--- config.mk ---
export PLATFORM = sky130hd
export DESIGN_NAME = mem_arbiter
export DESIGN_NICKNAME = d
export VERILOG_FILES = /design/src/rtl/mem_arbiter.sv
export SDC_FILE = /design/constraint.sdc
export NUM_CORES = 1
export LEC_CHECK = 0
export CORE_UTILIZATION = 41
export CTS_CLUSTER_DIAMETER = 150
export CTS_CLUSTER_SIZE = 8
export DETAILED_ROUTE_END_ITERATION = 10
export GPL_TIMING_DRIVEN = 0
export PLACE_DENSITY = 0.84
export SLEW_MARGIN = 10
export SYNTH_ARGS = -nofsm -noshare
export SYNTH_HDL_FRONTEND = slang
export SYNTH_SLANG_ARGS = --single-unit
--- constraint.sdc ---
create_clock -name clk -period 5.4 [get_ports clk]
set_input_delay 1.08 -clock clk [delete_from_list [all_inputs] [get_ports clk]]
set_output_delay 1.08 -clock clk [all_outputs]
set_load 0.05 [all_outputs]
--- src/rtl/mem_arbiter.sv ---
// mem_arbiter: NREQ-channel arbiter in front of a single-ported memory.
// Each grant registers the winner's fields toward memory and returns
// exactly one s_ack pulse to that channel.
// The default build uses round-robin fairness.
// Build macro ARB_FIXED_PRIO_EN makes the lowest-indexed requester always win.
module mem_arbiter #(
    parameter int NREQ = 2,
    parameter int AW   = 32,
    parameter int DW   = 32,
    localparam int GW  = (NREQ > 1) ? $clog2(NREQ) : 1
) (
    input  logic               clk,
    input  logic               reset,
    input  logic [NREQ-1:0]    s_req,
    input  logic [NREQ*AW-1:0] s_addr,
    input  logic [NREQ-1:0]    s_write,
    input  logic [NREQ*DW-1:0] s_wdata,
    input  logic [NREQ-1:0]    s_extend,
    input  logic [NREQ*2-1:0]  s_width,
    output logic [NREQ-1:0]    s_ack,
    output logic [DW-1:0]      s_rdata,
    output logic               m_req,
    output logic [AW-1:0]      m_addr,
    output logic               m_write,
    output logic [DW-1:0]      m_wdata,
    output logic               m_extend,
    output logic [1:0]         m_width,
    input  logic               m_ack,
    input  logic [DW-1:0]      m_rdata,
    output logic [GW-1:0]      grant_idx
);

    typedef enum logic [1:0] {
        ST_IDLE,
        ST_BUSY,
        ST_RESP
    } state_t;

    state_t          r_state;
    state_t          w_state_next;
    logic            w_grant_en;
    logic            w_resp_en;

    logic [GW-1:0]   r_last_grant;
    logic [GW-1:0]   r_grant_idx;
    logic            r_m_req;
    logic [AW-1:0]   r_m_addr;
    logic            r_m_write;
    logic [DW-1:0]   r_m_wdata;
    logic            r_m_extend;
    logic [1:0]      r_m_width;
    logic [NREQ-1:0] r_s_ack;
    logic [DW-1:0]   r_s_rdata;

    logic            w_found;
    logic [GW-1:0]   w_winner;
    logic [GW-1:0]   w_cand [NREQ];
    logic [AW-1:0]   w_addr [NREQ];
    logic [DW-1:0]   w_wdata [NREQ];
    logic [1:0]      w_width [NREQ];
    logic [NREQ-1:0] w_onehot;

    // Per-channel field views, rotated search order and ack decode.
    // The search order wraps at NREQ-1, not at a power of two.
    for (genvar gi = 0; gi < NREQ; gi++) begin : g_chan
        assign w_addr[gi]   = s_addr[gi*AW +: AW];
        assign w_wdata[gi]  = s_wdata[gi*DW +: DW];
        assign w_width[gi]  = s_width[gi*2 +: 2];
        assign w_onehot[gi] = (r_grant_idx == GW'(gi));
        assign w_cand[gi]   = (int'(r_last_grant) + gi + 1 >= NREQ)
                            ? GW'(int'(r_last_grant) + gi + 1 - NREQ)
                            : GW'(int'(r_last_grant) + gi + 1);
    end

    // Winner selection: scan downward so the first hit in search order wins.
    always_comb begin
        w_found  = |s_req;
        w_winner = '0;
`ifdef ARB_FIXED_PRIO_EN
        for (int i = NREQ - 1; i >= 0; i--) begin
            if (s_req[i]) begin
                w_winner = GW'(i);
            end
        end
`else
        for (int k = NREQ; k >= 1; k--) begin
            if (s_req[w_cand[k-1]]) begin
                w_winner = w_cand[k-1];
            end
        end
`endif
    end

    // State register.
    always_ff @(posedge clk or posedge reset) begin
        if (reset) begin
            r_state <= ST_IDLE;
        end else begin
            r_state <= w_state_next;
        end
    end

    // Next-state logic and datapath load strobes; m_ack only matters in BUSY.
    always_comb begin
        w_state_next = r_state;
        w_grant_en   = 1'b0;
        w_resp_en    = 1'b0;
        case (r_state)
            ST_IDLE: begin
                if (w_found) begin
                    w_state_next = ST_BUSY;
                    w_grant_en   = 1'b1;
                end
            end
            ST_BUSY: begin
                if (m_ack) begin
                    w_state_next = ST_RESP;
                    w_resp_en    = 1'b1;
                end
            end
            ST_RESP: w_state_next = ST_IDLE;
            default: w_state_next = ST_IDLE;
        endcase
    end

    // Datapath: latch the winner on grant, capture the response, clear the ack after one cycle.
    always_ff @(posedge clk or posedge reset) begin
        if (reset) begin
            r_last_grant <= GW'(NREQ - 1);
            r_grant_idx  <= '0;
            r_m_req      <= 1'b0;
            r_m_addr     <= '0;
            r_m_write    <= 1'b0;
            r_m_wdata    <= '0;
            r_m_extend   <= 1'b0;
            r_m_width    <= 2'd0;
            r_s_ack      <= '0;
            r_s_rdata    <= '0;
        end else begin
            if (w_grant_en) begin
                r_m_req      <= 1'b1;
                r_m_addr     <= w_addr[w_winner];
                r_m_write    <= s_write[w_winner];
                r_m_wdata    <= w_wdata[w_winner];
                r_m_extend   <= s_extend[w_winner];
                r_m_width    <= w_width[w_winner];
                r_grant_idx  <= w_winner;
                r_last_grant <= w_winner;
            end
            if (w_resp_en) begin
                r_m_req   <= 1'b0;
                r_s_rdata <= m_rdata;
                r_s_ack   <= w_onehot;
            end
            if (r_state == ST_RESP) begin
                r_s_ack <= '0;
            end
        end
    end

    assign s_ack     = r_s_ack;
    assign s_rdata   = r_s_rdata;
    assign m_req     = r_m_req;
    assign m_addr    = r_m_addr;
    assign m_write   = r_m_write;
    assign m_wdata   = r_m_wdata;
    assign m_extend  = r_m_extend;
    assign m_width   = r_m_width;
    assign grant_idx = r_grant_idx;

`ifndef SYNTHESIS
    // A granted client must keep its request up until it sees s_ack.
    a_req_held: assert property (@(posedge clk) disable iff (reset)
        (r_state == ST_BUSY) |-> s_req[r_grant_idx]);
`endif

endmodule

After elaboration in Yosys (flattened, before gate mapping)
Index checks and enable logic that the tools add are counted.

Memory bits (read-only): 0. Word-level logic and storage cells: 64. Bits in latches: 0. Memories: 0. Register bits: 107. Memory bits (writable): 0. Output and inout bits: 104.

Equality and inequality tests: 4. Multipliers: 0. $lt $le $gt $ge: 6. Reduce and logical (&&, ||, !) cells: 5. Shifts and indexed selects: 0. Mux-type cells: 32. Divide/modulo/power cells: 0. Add/subtract/negate cells: 4. Bitwise logic cells: 2.

Operators with widths (number): 2-to-1 mux 32 bit (6); 2-to-1 mux 1 bit (18); 2-to-1 mux 2 bit (7); < comparator 1 x 2 -> 1 bit, second input constant (3); >= comparator 2 bit, second input constant (2); != test 2 bit, second input constant (2); one-hot mux 2 bit (2 select lines) (1); nonzero test 2 bit (2); adder 2 x 1 -> 3 bit, second input constant (1); >= comparator 3 x 2 -> 1 bit, second input constant (1); adder 1 x 1 -> 2 bit, second input constant (1); == test 2 x 1 -> 1 bit, second input constant (1); == test 2 bit, second input constant (1); zero test 2 bit (1); inverter 1 -> 2 bit (1); AND reduction 2 bit (1); OR reduction 2 bit (1); subtractor 1 bit, second input constant (2); inverter 1 bit (1).

Logic depth before layout (Yosys ltp)
Depth after elaboration: 12. Gate-level depth with buffers: 6. Depth with buffers taken out: 3.

Worst setup path before layout
No wires, ideal clock.

Path kind: input port to flip-flop. Start: input port s_req[1]. End: register r_m_wdata[0] (netlist: m_wdata[0]). Cell stages on the path: 6. Data required time: 5.275 ns. Path slack: 3.083 ns. Setup time: 0.125 ns. Arrival: 2.193 ns. Buffers on the path: 3. Cells stage by stage: a21bo_1 > buf_2 > buf_6 > buf_6 > mux2_1 > mux2_2.

Word-level cells in the longest chain between the ends: 8. Elaborated cells between the ends (all ways): 13.

RTL lines: start, declared (RTL line 14) `input logic [NREQ-1:0] s_req,`; 2-to-1 mux 1 bit (not written as such) (2 in series) (RTL line 87) `if (s_req[w_cand[k-1]]) begin`; 2-to-1 mux 1 bit (2 in series) (RTL line 87); inverter 1 -> 2 bit (not written as such) (RTL line 144) `r_m_wdata <= w_wdata[w_winner];`; 2-to-1 mux 32 bit (not written as such) (3 in series) (RTL line 144); end signal, assigned (RTL line 144); end, declared (RTL line 49) `logic [DW-1:0] r_m_wdata;`.

Several ways; a longest one is shown, not always the timed one. The select of a mux whose other input is x is not followed. A chain may end at the register's enable or synchronous reset.

Worst setup path in the final report
Start: input port s_req[0]. End: register r_m_addr[20] (netlist: m_addr[20]).

Word-level cells in the longest chain between the ends: 8. Elaborated cells between the ends (all ways): 13.

RTL lines: 2-to-1 mux 1 bit (not written as such) (2 in series) (RTL line 87); 2-to-1 mux 1 bit (2 in series) (RTL line 87); inverter 1 -> 2 bit (not written as such) (RTL line 142) `r_m_addr <= w_addr[w_winner];`; 2-to-1 mux 32 bit (not written as such) (3 in series) (RTL line 142); end signal, assigned (RTL line 142); end, declared (RTL line 47) `logic [AW-1:0] r_m_addr;`.

Several ways; a longest one is shown, not always the timed one. The select of a mux whose other input is x is not followed.

==> tab_implementation.tex <==
\begin{tabular}{lr}
\hline
Metric & Value \\
\hline
\multicolumn{2}{l}{\textbf{Status}} \\
Status & completed \\
\multicolumn{2}{l}{\textbf{Power}} \\
Switch share & 46.0\% \\
Internal power & 2890 uW \\
Seq pwr share & a little over a quarter \\
VDD IR max & roughly 430 uV \\
Combinational Power Share & between 60\% and 70\% \\
Pwr Density & between 600 and 700 mW/mm\^{}2 \\
Leakage power total & between 0.003 and 0.004 uW \\
Net load switching power & 2470 uW \\
Clock network fraction of design power & around 12\% \\
\multicolumn{2}{l}{\textbf{Setup path}} \\
Setup slack, reg-to-reg & between 3000 and 4000 ps \\
Crit Path Category & in -> reg \\
Worst path arrival time & approximately 2900 ps \\
Critical-path top delay cell & sky130\_fd\_sc\_hd\_\_o21ai\_1 \\
Series of cell instances along the critical path & clkdlybuf4s50\_1 > o21ai\_1 > buf\_2 > mux2\_2 \\
Critical Path Max Stage Delay & between 500 and 600 ps \\
Critical Path Source Type & primary input \\
Critical path buffers and inverters & 2 \\
Gate family responsible for the most delay along the worst path & buffers and inverters \\
Worst endpoint required time & 5620 ps \\
CP Capture Type & flop \\
Highest net fanout along the worst path & 10 \\
\multicolumn{2}{l}{\textbf{Clock tree}} \\
Insertion delay to the later sink of the worst-skew pair & roughly 330 ps \\
Root buffer selected by CTS & sky130\_fd\_sc\_hd\_\_clkbuf\_16 \\
Total setup buffers inserted after CTS & 0 \\
Largest buffer count on any clock path & 2 \\
Count of instances resized after the clock tree is built & 0 \\
Clock-pin transition on the worst setup and hold timing paths & about 60 ps \\
Maximum level of the CTS H-tree & 3 \\
Clock tree from TritonCTS & built \\
Num CTS Buffers & 9 \\
Number of sinks on the clock net & 107 \\
Hold-fix buffers, CTS & 0 \\
\multicolumn{2}{l}{\textbf{Timing}} \\
Worst clock skew on the final layout & approximately 4.8 ps \\
Setup Total Neg Slack & 0 ps \\
Post-layout minimum cycle time & 2690 ps \\
Maximum clock frequency & around 370 MHz \\
Final-report setup violation count & 0 \\
Final hold violation count & 0 \\
Final clock period utilization by the worst path & about half \\
Final Slew Violations & 0 \\
Slew of the pin with the lowest slew margin & 712 ps \\
Worst slew slack as a fraction of its limit & 52.2\% \\
Unrepaired setup endpoints after global routing & no \\
\multicolumn{2}{l}{\textbf{Run}} \\
Reported max-cap violation count & 0 \\
\multicolumn{2}{l}{\textbf{Die}} \\
Std-Cell Rows & 39 \\
Area enclosed by the die boundary & around 0.012 mm\^{}2 \\
Die height & $\sim$110 um \\
Initial Utilization & 42.1\% \\
I/O pin count & around 280 \\
Area of the core & 0.0114 mm\^{}2 \\
Horiz. Die Dim & $\sim$110 um \\
\multicolumn{2}{l}{\textbf{Global route}} \\
Overflow left after global routing & 0 \\
Via count of the first global-routing pass & between 3000 and 4000 \\
Number of antenna violations at the first check in global routing & 0 \\
Maximum number of pins on one net before global-route repair & 59 \\
Global-route wire length before repair & 19300 um \\
GRT Total Usage & around 22\% \\
\multicolumn{2}{l}{\textbf{Finish}} \\
Net count, final & 779 \\
Share of final-layout standard cells stronger than drive strength 1 & 31.8\% \\
Post-Layout Inst Area & between 0.008 and 0.009 mm\^{}2 \\
Area growth from synthesis to layout & 68.0\% \\
Ant diodes & 0 \\
\multicolumn{2}{l}{\textbf{Place}} \\
PortBufs & 276 \\
Area after DPL & 0.00778 mm\^{}2 \\
Final weighted congestion in routability-driven placement & about 0.71 \\
Dpl hpwl & approximately 11000 um \\
\multicolumn{2}{l}{\textbf{Routing}} \\
Number of DRC markers in iteration 0 & approximately 120 \\
Number of vias per cell after detailed routing & between 4 and 5 \\
Remaining antenna violation count after routing & 0 \\
Final routed DRC violation total & 0 \\
Detailed-route wire length & about 13000 um \\
Average wire length per cell after detail routing & $\sim$18 um \\
Iteration count of the initial detailed-routing pass & 4 \\
Total vias in the final route & between 3000 and 4000 \\
\multicolumn{2}{l}{\textbf{Synthesis}} \\
Proportion of synthesized flip-flops having asynchronous set or reset & 100\% \\
Distinct cell type count of the synthesized netlist & 21 \\
Flops \& latches, synth & between 100 and 150 \\
Sequential element share of the synthesized area & between 50 and 60\% \\
Mapped Avg Cell Area & 15.1 um\^{}2 \\
Post-Synthesis Net Count & 491 \\
Top cell type by total area after synthesis & sky130\_fd\_sc\_hd\_\_dfrtp\_1 \\
Number of cells produced by synthesis & $\sim$320 \\
Cell area after technology mapping & between 0.004 and 0.005 mm\^{}2 \\
Cell types with the largest area share after synthesis & sky130\_fd\_sc\_hd\_\_dfrtp\_1, sky130\_fd\_sc\_hd\_\_mux2\_2, sky130\_fd\_sc\_hd\_\_mux2\_1 \\
Post-synth EDFFs & 0 \\
Cell types with the highest counts after synthesis & sky130\_fd\_sc\_hd\_\_mux2\_2, sky130\_fd\_sc\_hd\_\_dfrtp\_1, sky130\_fd\_sc\_hd\_\_buf\_2 \\
Dominant cell by count in the synthesized netlist & sky130\_fd\_sc\_hd\_\_mux2\_2 \\
Area share of the largest cell type after synthesis & between 50\% and 60\% \\
Top FF cell, synth & sky130\_fd\_sc\_hd\_\_dfrtp\_1 \\
Warnings from Yosys & 0 \\
\multicolumn{2}{l}{\textbf{Worst hold path}} \\
Min-delay worst type & reg -> reg \\
\hline
\end{tabular}
-- metal layers --
metal  track usage, %  wire length, um  vias to the layer above
li1                 -                -                     1708
met1             22.5             4640                     1761
met2             40.2             7080                      161
met3             6.47             1240                       23
met4             8.18              298                        0
met5                0                0                        -
-- through the flow --
step                instances  hold slack [ps]  worst slack, ps  utilization, %  power [uW]
global placement          737              465            0.423            67.9        4670
global route              753              515             2580            70.8        5590
finish                    753              502             2710            70.8        5350
floorplan                 318              504             1500               -        3580
CTS                       753              507             2630            70.8        5410
detailed placement        738              492             2290            68.2        4740
-- worst paths after layout --
| check | from | to | cells past startpoint |
|---|---|---|---|
| max | s_req[0] | m_addr[20] | 4 |
| min | s_rdata[20] | s_rdata[20] | 1 |
| max reg2reg | r_last_grant | m_width[0] | 6 |
| min reg2reg | s_rdata[20] | s_rdata[20] | 1 |
| max in group asynchronous | reset | s_rdata[18] | 3 |
| min in group asynchronous | reset | m_wdata[22] | 2 |
-- final cells by class --
cell class                      count  area [um^2]
Fill cell                         824         3340
Timing Repair Buffer              277         2790
Sequential cell                   107         2680
Multi-Input combinational cell    187         2010
Clock buffer                       13          260
Tap cell                          143          179
Buffer                             19          108
Clock inverter                      2         35.0
Inverter                            5         23.8
-- power groups by stage --
| stage | combinational, uW | clock [uW] | sequential [uW] |
|---|---|---|---|
| floorplan | 758 | 0 | 2820 |
| global placement | 3260 | 0 | 1410 |
| detailed placement | 3310 | 0 | 1430 |
| CTS | 3320 | 669 | 1420 |
| global route | 3420 | 698 | 1470 |
| finish | 3290 | 648 | 1420 |
-- cells in the final DEF, fill, tap and decap left out, types with 4 or more instances in the layout --
cell type | synthesis | routed
sky130_fd_sc_hd__buf_2 | 17 | 17
sky130_fd_sc_hd__clkbuf_16 | 0 | 9
sky130_fd_sc_hd__clkdlybuf4s50_1 | 0 | 276
sky130_fd_sc_hd__dfrtp_1 | 106 | 106
sky130_fd_sc_hd__inv_1 | 5 | 4
sky130_fd_sc_hd__mux2_1 | 9 | 9
sky130_fd_sc_hd__mux2_2 | 159 | 159
-- flip-flops by register name, summed over array words and instances, names as in the netlist --
name / flops
r_last_grant: 1
r_state: 2
m_extend: 1
grant_idx: 1
m_wdata: 32
m_req: 1
m_width: 2
m_write: 1
m_addr: 32
s_rdata: 32
s_ack: 2
-- logic make-up after synthesis --
group | Yosys count | share of synthesized area (%)
flops | 107 | 55.7
buf+inv | 24 | 2.63
mux | 168 | 39.3
simple gates | 8 | 0.884
compound gates | 11 | 1.48
Power figures use the tool's default switching activity.
